## src/rtl/pgm_video_pkg.sv

```systemverilog
// Shared types and constants for the PGM video fetch blocks: fetch FSM states,
// tile entry layout, text map geometry and attribute word bit positions.
package pgm_video_pkg;

   localparam int MAP_W      = 64;
   localparam int MAP_H      = 32;
   localparam int MAP_X_BITS = $clog2(MAP_W);
   localparam int MAP_Y_BITS = $clog2(MAP_H);

   localparam int ATTR_COLOR_LSB = 1;
   localparam int ATTR_COLOR_MSB = 5;
   localparam int ATTR_FLIPX_BIT = 6;
   localparam int ATTR_FLIPY_BIT = 7;

   typedef enum logic [2:0] {
      ST_IDLE    = 3'd0,
      ST_RD_CODE = 3'd1,
      ST_RD_ATTR = 3'd2,
      ST_LATCH   = 3'd3,
      ST_EMIT    = 3'd4
   } fetch_state_t;

   typedef struct packed {
      logic [15:0] code;
      logic [4:0]  color;
      logic        flipx;
      logic [2:0]  row;
   } tile_entry_t;

endpackage

```

## src/rtl/pgm_text_fetch.sv

```systemverilog
// Text-layer tile fetcher: walks one scanline of the 64x32 text map and emits
// NUM_TILES entries over valid/ready. Optional macro PGM_TX_FLIPY_EN enables attr[7] Y-flip.
module pgm_text_fetch
   import pgm_video_pkg::*;
#(
   parameter logic [12:0] TX_BASE   = 13'h1000,
   parameter int          NUM_TILES = 57
) (
   input  logic        fixed_20m_clk,
   input  logic        reset_n,
   input  logic        line_start,
   input  logic [8:0]  vline,
   input  logic [15:0] scroll_x,
   input  logic [15:0] scroll_y,
   output logic [12:0] vram_addr,
   input  logic [15:0] vram_dout,
   output logic        tile_valid,
   input  logic        tile_ready,
   output logic [15:0] tile_code,
   output logic [4:0]  tile_color,
   output logic        tile_flipx,
   output logic [2:0]  tile_row,
   output logic [2:0]  tile_fine_x,
   output logic        line_done,
   output logic [2:0]  dbg_state
);

   // Handshake: an entry transfers on a rising edge where tile_valid && tile_ready;
   // while tile_valid is high and tile_ready low every tile_* output is held.

   fetch_state_t             r_state;
   fetch_state_t             w_state_nxt;
   logic [MAP_Y_BITS-1:0]    r_ty;
   logic [2:0]               r_row;
   logic [MAP_X_BITS-1:0]    r_tx0;
   logic [2:0]               r_fine_x;
   logic [7:0]               r_cnt;
   tile_entry_t              r_entry;
   logic [12:0]              r_addr_hold;

   logic [7:0]               w_y;
   logic [MAP_X_BITS-1:0]    w_tx;
   logic [12:0]              w_code_addr;
   logic [12:0]              w_attr_addr;
   logic                     w_last;
   logic                     w_accept;
   logic                     w_unused_inputs;

   assign w_y         = vline[7:0] + scroll_y[7:0];
   assign w_tx        = r_tx0 + r_cnt[MAP_X_BITS-1:0];
   assign w_code_addr = TX_BASE + {1'b0, r_ty, w_tx, 1'b0};
   assign w_attr_addr = w_code_addr + 13'd1;
   assign w_last      = (r_cnt == 8'(NUM_TILES - 1));
   assign w_accept    = (r_state == ST_EMIT) && tile_ready;

   assign w_unused_inputs = ^{vline[8], scroll_x[15:MAP_X_BITS+3], scroll_y[15:8]};

   always_ff @(posedge fixed_20m_clk) begin
      if (!reset_n) begin
         r_state <= ST_IDLE;
      end else begin
         r_state <= w_state_nxt;
      end
   end

   always_comb begin
      w_state_nxt = r_state;
      tile_valid  = 1'b0;
      line_done   = 1'b0;
      case (r_state)
         ST_IDLE:    if (line_start) w_state_nxt = ST_RD_CODE;
         ST_RD_CODE: w_state_nxt = ST_RD_ATTR;
         ST_RD_ATTR: w_state_nxt = ST_LATCH;
         ST_LATCH:   w_state_nxt = ST_EMIT;
         ST_EMIT: begin
            tile_valid = 1'b1;
            if (tile_ready) begin
               w_state_nxt = w_last ? ST_IDLE : ST_RD_CODE;
               line_done   = w_last && !line_start;
            end
         end
         default:    w_state_nxt = ST_IDLE;
      endcase
      // A new line_start always wins, including an abort of a line in progress.
      if (line_start) w_state_nxt = ST_RD_CODE;
   end

   always_comb begin
      case (r_state)
         ST_RD_CODE: vram_addr = w_code_addr;
         ST_RD_ATTR: vram_addr = w_attr_addr;
         default:    vram_addr = r_addr_hold;
      endcase
   end

   always_ff @(posedge fixed_20m_clk) begin
      if (!reset_n) begin
         r_ty        <= '0;
         r_row       <= '0;
         r_tx0       <= '0;
         r_fine_x    <= '0;
         r_cnt       <= '0;
         r_entry     <= '0;
         r_addr_hold <= '0;
      end else begin
         r_addr_hold <= vram_addr;
         if (line_start) begin
            r_ty     <= w_y[7:3];
            r_row    <= w_y[2:0];
            r_tx0    <= scroll_x[MAP_X_BITS+2:3];
            r_fine_x <= scroll_x[2:0];
            r_cnt    <= '0;
         end else if (w_accept) begin
            r_cnt <= r_cnt + 8'd1;
         end
         // Read data trails the address by one cycle: code lands in RD_ATTR, attr in LATCH.
         if (r_state == ST_RD_ATTR) begin
            r_entry.code <= vram_dout;
         end
         if (r_state == ST_LATCH) begin
            r_entry.color <= vram_dout[ATTR_COLOR_MSB:ATTR_COLOR_LSB];
            r_entry.flipx <= vram_dout[ATTR_FLIPX_BIT];
`ifdef PGM_TX_FLIPY_EN
            r_entry.row   <= vram_dout[ATTR_FLIPY_BIT] ? ~r_row : r_row;
`else
            r_entry.row   <= r_row;
`endif
         end
      end
   end

   assign tile_code   = r_entry.code;
   assign tile_color  = r_entry.color;
   assign tile_flipx  = r_entry.flipx;
   assign tile_row    = r_entry.row;
   assign tile_fine_x = r_fine_x;
   assign dbg_state   = r_state;

endmodule

```

## config.mk

```make
export PLATFORM = sky130hd
export DESIGN_NAME = pgm_text_fetch
export DESIGN_NICKNAME = d
export VERILOG_FILES = /design/src/rtl/pgm_video_pkg.sv /design/src/rtl/pgm_text_fetch.sv
export SDC_FILE = /design/constraint.sdc
export NUM_CORES = 1
export LEC_CHECK = 0
export CORE_ASPECT_RATIO = 0.6
export CORE_UTILIZATION = 40
export CTS_CLUSTER_DIAMETER = 100
export DETAILED_ROUTE_END_ITERATION = 8
export GPL_TIMING_DRIVEN = 0
export PLACE_DENSITY = 0.77
export SLEW_MARGIN = 30
export SYNTH_ARGS = -nofsm -noshare
export SYNTH_HDL_FRONTEND = slang
export SYNTH_SLANG_ARGS = --single-unit
```

## constraint.sdc

```tcl
create_clock -name fixed_20m_clk -period 1.9 [get_ports fixed_20m_clk]
set_input_delay 0.475 -clock fixed_20m_clk [delete_from_list [all_inputs] [get_ports fixed_20m_clk]]
set_output_delay 0.475 -clock fixed_20m_clk [all_outputs]
set_load 0.02 [all_outputs]
```

==> results of run 1 <==
-- cells in the final DEF (no fill, tap or decap), drive strengths merged, types with 6 or more instances in the layout --
cell and count:
buf 49, a211oi 7, a21oi 37, ha 14, clkdlybuf4s50 70, dfxtp 66, nor2 31, mux2 7
nand3 15, inv 6, and2 10, mux2i 11, nand2 52, o21ai 12, xor2 9, clkbuf 23
-- worst min-delay path by stage --
stage,from,end,slack [ns],depth (start not counted)
detailed placement,tile_code[0],tile_code[0],0.45,2
finish,tile_code[0],tile_code[0],0.45,2
floorplan,r_ty[0],r_ty[0],0.44,2
global placement,tile_code[1],tile_code[1],0.44,2
global route,tile_code[0],tile_code[0],0.47,2
CTS,tile_code[0],tile_code[0],0.45,2
-- worst register-to-register path, delay by kind of cell (launching register included) --
| family | cells | cell delay, ns |
|---|---|---|
| flip-flops | 1 | 0.38 |
| AND/OR/NAND/NOR | 3 | 0.70 |
| AO/OA/AOI/OAI | 1 | 0.08 |
| buffers and inverters | 3 | 0.63 |
-- what timing repair did --
| action | CTS | global route |
|---|---|---|
| pin swaps | 17 | 26 |
| resized for setup | 139 | 34 |
| buffers inserted | 17 | 12 |
| setup endpoints to repair | 18 | 26 |
-- kinds of logic (layout without fill, tap and decap cells) --
logic type | Yosys count | count (layout)
simple gates | 135 | 135
compound gates | 67 | 67
flops | 66 | 66
buf+inv | 25 | 158
mux | 18 | 18
fa+ha+maj | 16 | 16
xor+xnor | 14 | 14
-- state kept, by name, indices dropped and copies added (netlist names) --
| name | count |
|---|---|
| r_tx0 | 6 |
| r_cnt | 8 |
| r_ty | 5 |
| tile_row | 3 |
| tile_color | 5 |
| r_row | 3 |
| dbg_state | 3 |
| tile_fine_x | 3 |
| tile_code | 16 |
| tile_flipx | 1 |
| r_addr_hold | 13 |
-- metal layers --
metal | routed length (um) | global-route usage, %
met1 | 4090 | 28.61
met2 | 4334 | 38.50
met3 | 725 | 8.217
met4 | 116 | 7.072
met5 | 0 | 0
-- power breakdown --
part,total (uW),switching [uW],internal (uW)
clock,1790,613,1180
sequential,1470,33.5,1430
combinational,647,307,339
-- cell type report --
type                            count  area share (%)
Sequential cell                    66           27.37
Buffer                             18           2.135
Tap cell                          100           2.541
Multi-Input combinational cell    250           37.48
Clock inverter                      5           1.576
Inverter                            6          0.5083
Timing Repair Buffer              118           23.46
Clock buffer                       11           4.930
-- per-stage QoR --
step	util, %	setup slack [ns]	power [uW]	cell area [um2]	hold WS [ns]
6_report	70.99	-0.5673	3906	4923	0.4518
5_1_grt	70.99	-0.6226	4041	4923	0.4678
4_1_cts	67.92	-0.5704	3875	4711	0.4535
3_5_place_dp	58.54	-1.072	2017	4060	0.4459
3_3_place_gp	58.54	-1.058	2008	4060	0.4419
2_1_floorplan	-	-0.09800	1777	3034	0.4386
==> impl_metrics.toml, run 1 <==
[place]
gp_congestion = 0.8032
dp_cells = 531
portBuffers = 90
dp_hpwl_mm = 5.767

[sta]
setup_viol = 17
period_needed_ns = 2.467
finalSetupTns_ns = -4.521
worst_pin_slew_ns = 0.5530
fin_skew_ns = 0.006272
slew_violations = 0
max_freq_mhz = 405.3
rsz0062_at_grt = "true"
setup_ws_ns = -0.5673
hold_violations = 0
finalCritPeriodShare_pct = 129.9
max-slew-margin-rel_pct = 63.14

[clock_tree]
path_clk_slew_ns = 0.05
clockRootBuffer = "clkbuf_16"
h-tree-depth = 3
cts_hold_buf = 0
cts_sinks = 66
clockBufferDepth = 2
clock_latency_ns = 0.33
numCtsBuffers = 9
cts_tree = "yes"

[floorplan]
initial_utilization_pct = 42.96
die_height_um = 68.85
die_area_um2 = 7809
boundaryPins = 107
core_area_um2 = 6935
fp-row-count = 23
fp.dieW_um = 113.4

[critical_path]
setup.worst_path.start = "r_cnt[0]"
critPathMaxFanout = 2
worst_path_max_delay_cell = "dfxtp_4"
rr_worst_depth = 7
cp-endpoint = "vram_addr[5]"
max_stage_delay_ns = 0.35
crit_path_end_kind = "output pin"
arrival_ns = 1.99
worstReg2RegStart = "dbg_state[1]"
cp_num_buf_inv = 1
r2r_end = "tile_flipx"
cp_cell_sequence = "ha_4, fa_2, a21o_1, a21oi_2, xor2_2, o21ai_2, buf_6"
worstPathRequired_ns = 1.42
crit_family = "adder cells"
criticalPathCategory = "flop to output pin"
start_kind = "flop"
cp_num_cells = 7
rrSetupSlack_ns = -0.03

[layout]
fill_cells = 510
fin_cells = 574
nets = 546
multi_input_area_um2 = 1846
seq_area_um2 = 1348
area_delta_synth_final_pct = 65.27
antennaDiodeCount = 0
drive_gt1_share_pct = 25.53

[routing]
drt_wl_total_mm = 9.266
vias_per_cell = 5.145
routedWlPerCell_um = 16.14
drtPass1Iterations = 4
drt-initial-drc-count = 148
vias = 2953
drc = 0
ant_nets = 0

[power_and_ir_drop]
powerDensity_nw_per_um2 = 793.3
irDropWorstVdd_mv = 0.4499
p_leak_uw = 0.001963

[synthesis]
synth_area_um2 = 2979
syn_area_per_cell_um2 = 8.736
synth-adder-area-share_pct = 7.224
ys_ff_latch = 66
yosysSeqAreaShare_pct = 44.35
synth_commonest_cells = "dfxtp_1 (66), nand2_1 (52), a21oi_1 (37), nor2_1 (31), nand3_1 (15)"
synthTopCellsByArea = "dfxtp_1 (44%), nand2_1 (6.6%), a21oi_1 (6.2%), ha_1 (5.9%), nor2_1 (3.9%)"
synth_compound_area_share_pct = 12.94
synth_edf_count = 0
synth-main-ff-cell = "dfxtp_1"
synth_top_family_by_area = "simple AND/OR/NAND/NOR gates"
synth_cell_types = 42
synth_area_leader_cell = "dfxtp_1"
synthMuxAreaShare_pct = 6.594
synth_nets = 418
synth_cells = 341
synth-xor-area-share_pct = 4.116
yosys.area_share.simple_pct = 21.04
synth_top_area_share_pct = 44.35
ys_async_sr_fraction_pct = 0
yosysWarnings = 0
synth_most_common_cell = "dfxtp_1"

[run]
cap_violations = 0

[global_route]
overflow = 0
grt_first_pass_wirelength_mm = 13.59
grt_max_degree = 12
antenna_found_initial = 0
grt_usage_pct = 23.13
grt_pass1_vias = 2793

[status]
violations = "setup timing"
run_status = "finished with violations"

[hold_path]
worstHoldPathType = "flop to flop"
Note: power is estimated with default switching activity, not from simulation.
==> run 2, diff against run 1 <==
ABC_AREA = 1   (was unset)
CORE_UTILIZATION = 41   (was 40)
PLACE_DENSITY = 0.78   (was 0.77)
==> run 2 against run 1 <==
Compared with the run above:
- clock power about the same
- flip-flop and latch count stayed put
- non-clock buffer count down 2
- highest routed layer unchanged
- the flow still finishes with violations (setup timing)
==> impl_metrics.toml, run 2 <==
[status]
run_status = "finished with violations"
violations = "setup timing"

[layout]
seq_area_um2 = 1355
final_common_cell = "clkdlybuf4s50_1"
drive_gt1_share_pct = 25.27
layout_common_cells = "clkdlybuf4s50_1 (73), nor2_1 (71), nand2_1 (65)"
largest_reg_flops = 16
multi_input_area_um2 = 1668
nets = 618
antennaDiodeCount = 0
area_delta_synth_final_pct = 60.62
fill_cells = 532

[routing]
drtPass1Iterations = 5
ant_nets = 0
routedWlPerCell_um = 13.91
vias_per_cell = 4.983
drt_wl_total_mm = 8.987
drc = 0
vias = 3219
drt-initial-drc-count = 180

[critical_path]
cp_cell_sequence = "ha_4, fa_2, nand3_2, nand2_2, xnor2_1, nand2_1, nand2_2, inv_2, buf_6"
worstPathRequired_ns = 1.42
start_kind = "flop"
max_stage_delay_ns = 0.35
worstReg2RegStart = "r_cnt[0]"
cpMostUsedCell = "nand2_2"
crit_path_end_kind = "output pin"
criticalPathCategory = "flop to output pin"
critPathMaxFanout = 2
cp_num_buf_inv = 2
arrival_ns = 1.84
crit_family = "adder cells"
setup.worst_path.start = "r_cnt[0]"
worst_path_max_delay_cell = "dfxtp_4"

[hold_path]
worstHoldPathType = "flop to flop"
min_from = "r_row[2]"

[global_route]
antenna_found_initial = 0
overflow = 0
grt_pass1_vias = 2864
grt_first_pass_wirelength_mm = 13.61
grt_max_degree = 13
grt_usage_pct = 22.84

[sta]
setup_ws_ns = -0.4183
max_freq_mhz = 431.4
rsz0062_at_grt = "true"
period_needed_ns = 2.318
hold_slack_ns = 0.4521
worst_pin_slew_ns = 0.5381
setup_viol = 13
hold_violations = 0
max-slew-margin-rel_pct = 64.12
fin_skew_ns = 0.006657
slew_violations = 0
finalSetupTns_ns = -2.859
finalCritPeriodShare_pct = 122.0

[place]
gp_congestion = 0.8415
dp_hpwl_mm = 5.968
portBuffers = 90

[clock_tree]
clock_latency_ns = 0.33
cts_tree = "yes"
cts_sinks = 66
cts_hold_buf = 0
clockRootBuffer = "clkbuf_16"
numCtsBuffers = 9
clockBufferDepth = 2
h-tree-depth = 3
path_clk_slew_ns = 0.06

[synthesis]
ys_async_sr_fraction_pct = 0
syn_area_per_cell_um2 = 7.492
synth-main-ff-cell = "dfxtp_1"
synth_cells = 408
yosysWarnings = 0
synth_area_um2 = 3057
synth_most_common_cell = "nand2_1"
synth_top_area_share_pct = 43.23
synth_edf_count = 0
synth_area_leader_cell = "dfxtp_1"
synth_cell_types = 36
ys_ff_latch = 66
synth_nets = 485
synth_commonest_cells = "nand2_1 (79), nor2_1 (74), dfxtp_1 (66), inv_1 (41), o21ai_0 (32)"
synthTopCellsByArea = "dfxtp_1 (43%), nand2_1 (9.7%), nor2_1 (9.1%), ha_1 (5.7%), o21ai_0 (5.2%)"
yosysSeqAreaShare_pct = 43.23

[power_and_ir_drop]
irDropWorstVdd_mv = 0.4556
p_seq_share_pct = 37.5
combinationalPowerShare_pct = 17.5
intPower_uw = 2944
powerDensity_nw_per_um2 = 803.9
p_leak_uw = 0.002178
p_switching_uw = 1003
pwr-share-clk_pct = 45.0
swShare_pct = 25.42
power_uw = 3947

[run]
cap_violations = 0

[floorplan]
fp-row-count = 23
initial_utilization_pct = 44.07
die_area_um2 = 7816
core_area_um2 = 6935
boundaryPins = 107
fp.dieW_um = 113.5
die_height_um = 68.88
-- run 2: cell count changes in the layout (fill, tap and decap cells not counted), moves of 10 or more --
| cell | previous run | this run |
|---|---|---|
| nor2_1 | 28 | 71 |
| inv_1 | 4 | 35 |
| o21ai_0 | 8 | 32 |
| a21oi_1 | 33 | 19 |
| nand2_1 | 52 | 65 |
| nand2_2 | 0 | 12 |
| mux2i_1 | 11 | 0 |
| a22o_1 | 0 | 10 |
| and2_1 | 10 | 0 |
-- run 2: power groups by stage --
stage / Combinational [uW] / Sequential (uW) / Clock, uW
after floorplan: 286 / 1530 / 0
after global placement: 565 / 1510 / 0
after detailed placement: 576 / 1510 / 0
after CTS: 614 / 1480 / 1780
after global routing: 750 / 1490 / 1880
final: 691 / 1480 / 1780
-- run 2: final cells by class --
class	count	area share, %
Buffer	12	1.937
Clock inverter	6	1.860
Clock buffer	10	4.664
Sequential cell	66	27.60
Inverter	47	3.797
Multi-Input combinational cell	283	33.97
Timing Repair Buffer	122	23.62
Tap cell	100	2.548
-- run 2: timing repair --
item	CTS	global route
setup endpoints to repair	15	14
pin swaps	9	18
setup buffers	19	14
gates resized for setup	117	45
-- run 2: routing by layer --
metal	vias up	wire length (um)	global-route usage (%)
met5	-	0	0
met1	1498	4128	29.84
li1	1585	-	-
met4	0	130	8.224
met3	12	532	4.720
met2	124	4197	38.11
-- run 2: path summary, 6_finish.rpt --
path | end | slack (ns) | cells past startpoint
worst max-delay path | vram_addr[5] | -0.42 | 9
worst min-delay path | r_row[2] | 0.45 | 2
worst max register to register | r_addr_hold[5] | 0.28 | 9
worst min register to register | r_row[2] | 0.45 | 2
-- run 2: per-stage QoR --
stage	instance area (um2)	instances	util, %	worst slack (ns)
2_1_floorplan	3062	408	-	-0.02559
3_3_place_gp	4088	598	58.94	-0.6024
3_5_place_dp	4088	598	58.94	-0.6101
4_1_cts	4683	633	67.53	-0.4292
5_1_grt	4910	646	70.79	-0.4630
6_report	4910	646	70.79	-0.4183
-- run 2: cell families (layout without fill, tap and decap cells) --
logic type	count (synthesis)	count (layout)	synth area share, %
and+or+nand+nor	187	187	25.46
DFF	66	66	43.23
buffers and inverters	59	197	8.391
adders and majority gates	16	16	7.041
xor gates and xnor gates	5	5	1.433
AOI/OAI and AO/OA	75	75	14.45
-- run 2: worst min-delay path, delay by kind of cell (launching register included) --
| family | cells | cell delay, ns |
|---|---|---|
| flip-flops | 1 | 0.30 |
| AND/OR/NAND/NOR | 1 | 0.06 |
| AO/OA/AOI/OAI | 1 | 0.05 |
==> run 3, diff against run 2 <==
PLACE_DENSITY = unset   (was 0.78)
PLACE_DENSITY_LB_ADDON = 0.1   (was unset)
SETUP_SLACK_MARGIN = 0.1   (was unset)
==> run 3 against run 2 <==
Compared with the run above:
- the flow still finishes with violations (setup timing)
- global-route usage rose by 2.1 points
- clock-buffer cell count rose by 1
- flip-flop and latch count did not move
- sequential share of layout area fell by 0.87 points
- largest power group unchanged
==> impl_metrics.toml, run 3 (same netlist as run 2, synthesis figures left out) <==
[sta]
finalSetupTns_ns = -3.287
hold_slack_ns = 0.4610
fin_skew_ns = 0.005121
setup_ws_ns = -0.4434
setup_viol = 14
period_needed_ns = 2.343
max_freq_mhz = 426.7
worst_pin_slew_ns = 0.6250
hold_violations = 0
rsz0062_at_grt = "true"
max-slew-margin-rel_pct = 58.33
slew_violations = 0
finalCritPeriodShare_pct = 123.3

[clock_tree]
clockBufferDepth = 2
cts_hold_buf = 0
cts_tree = "yes"
clockRootBuffer = "clkbuf_16"
numCtsBuffers = 9
path_clk_slew_ns = 0.05
h-tree-depth = 3
cts_sinks = 66
clock_latency_ns = 0.33

[routing]
drtPass1Iterations = 4
drt_wl_total_mm = 9.484
drt-initial-drc-count = 210
vias = 3232
routedWlPerCell_um = 14.52
ant_nets = 0
vias_per_cell = 4.949
drc = 0

[layout]
final_area_um2 = 5060
area_delta_synth_final_pct = 65.53
multi_input_area_um2 = 1733
drive_gt1_share_pct = 28.03
antennaDiodeCount = 0
layout_common_cells = "nor2_1 (70), clkdlybuf4s50_1 (68), nand2_1 (66)"
largest_reg_flops = 16
fin_cells = 653
seq_area_um2 = 1353
fill_cells = 548
nets = 625
utilization_pct = 72.96
final_common_cell = "nor2_1"

[power_and_ir_drop]
irDropWorstVdd_mv = 0.4600
powerDensity_nw_per_um2 = 795.8
p_leak_uw = 0.002229

[hold_path]
min_from = "r_row[2]"
worstHoldPathType = "flop to flop"

[place]
place_area_um2 = 4095
dp_cells = 598
portBuffers = 90
dp_hpwl_mm = 6.105
gp_congestion = 0.8859

[critical_path]
cp_cell_sequence = "ha_4, fa_2, xor2_1, or2_1, o21ai_2, inv_2, buf_6"
crit_path_end_kind = "output pin"
max_stage_delay_ns = 0.38
critPathMaxFanout = 2
start_kind = "flop"
worstPathRequired_ns = 1.42
worst_path_max_delay_cell = "fa_2"
worstReg2RegStart = "r_tx0[0]"
criticalPathCategory = "flop to output pin"
arrival_ns = 1.87
setup.worst_path.start = "r_tx0[0]"

[floorplan]
fp.dieW_um = 113.5
boundaryPins = 107
die_area_um2 = 7816
fp-row-count = 23
initial_utilization_pct = 44.07
die_height_um = 68.88
core_area_um2 = 6935

[status]
violations = "setup timing"
run_status = "finished with violations"

[global_route]
grt_max_degree = 12
grt_usage_pct = 24.96
antenna_found_initial = 0
grt_pass1_vias = 3067
grt_first_pass_wirelength_mm = 14.54
overflow = 0

[run]
cap_violations = 0
run 3: worst paths after layout:
kind | to | slack, ns | cells past startpoint
worst max-delay path | vram_addr[3] | -0.44 | 7
worst min-delay path | r_row[2] | 0.46 | 2
worst max register to register | r_addr_hold[3] | -0.32 | 14
worst min register to register | r_row[2] | 0.46 | 2
run 3: per-layer routing:
layer  global-route usage, %  part of all wire (%)
met1                   31.60                    47
met2                   42.07                    46
met3                   6.556                   5.4
met4                   8.388                   1.4
met5                       0                     0
run 3: per-stage QoR:
step                      setup slack, ns  power (uW)
after floorplan                   0.05609        1817
after global placement            -0.5691        2079
after detailed placement          -0.5750        2093
after CTS                         -0.4151        3958
after global routing              -0.4746        4179
final                             -0.4434        4027
run 3: where the power goes:
group | total (uW) | switching [uW] | internal [uW]
Sequential | 1480 | 38.8 | 1440
Combinational | 767 | 369 | 399
Clock | 1780 | 598 | 1180
run 3: cell type report:
type | count | area share [%]
repair buffers | 129 | 24.65
multi-input cells | 283 | 34.25
flip-flops and latches | 66 | 26.73
inverters | 47 | 3.734
well taps | 100 | 2.473
clock inverters | 5 | 1.533
clock buffers | 11 | 4.797
plain buffers | 12 | 1.830
run 3: timing repair:
item	in CTS	in global routing
setup buffers	27	14
gates resized for setup	128	59
endpoints found under the setup margin	18	21
pin swaps	8	18
run 3: critical path, delay by kind of cell, from the launching register on:
kind                     cells  cell delay, ns
AO/OA/AOI/OAI                1            0.09
AND/OR/NAND/NOR              1            0.24
adder cells (fa/ha/maj)      2            0.55
XOR/XNOR                     1            0.15
flip-flops                   1            0.33
buffers and inverters        2            0.17
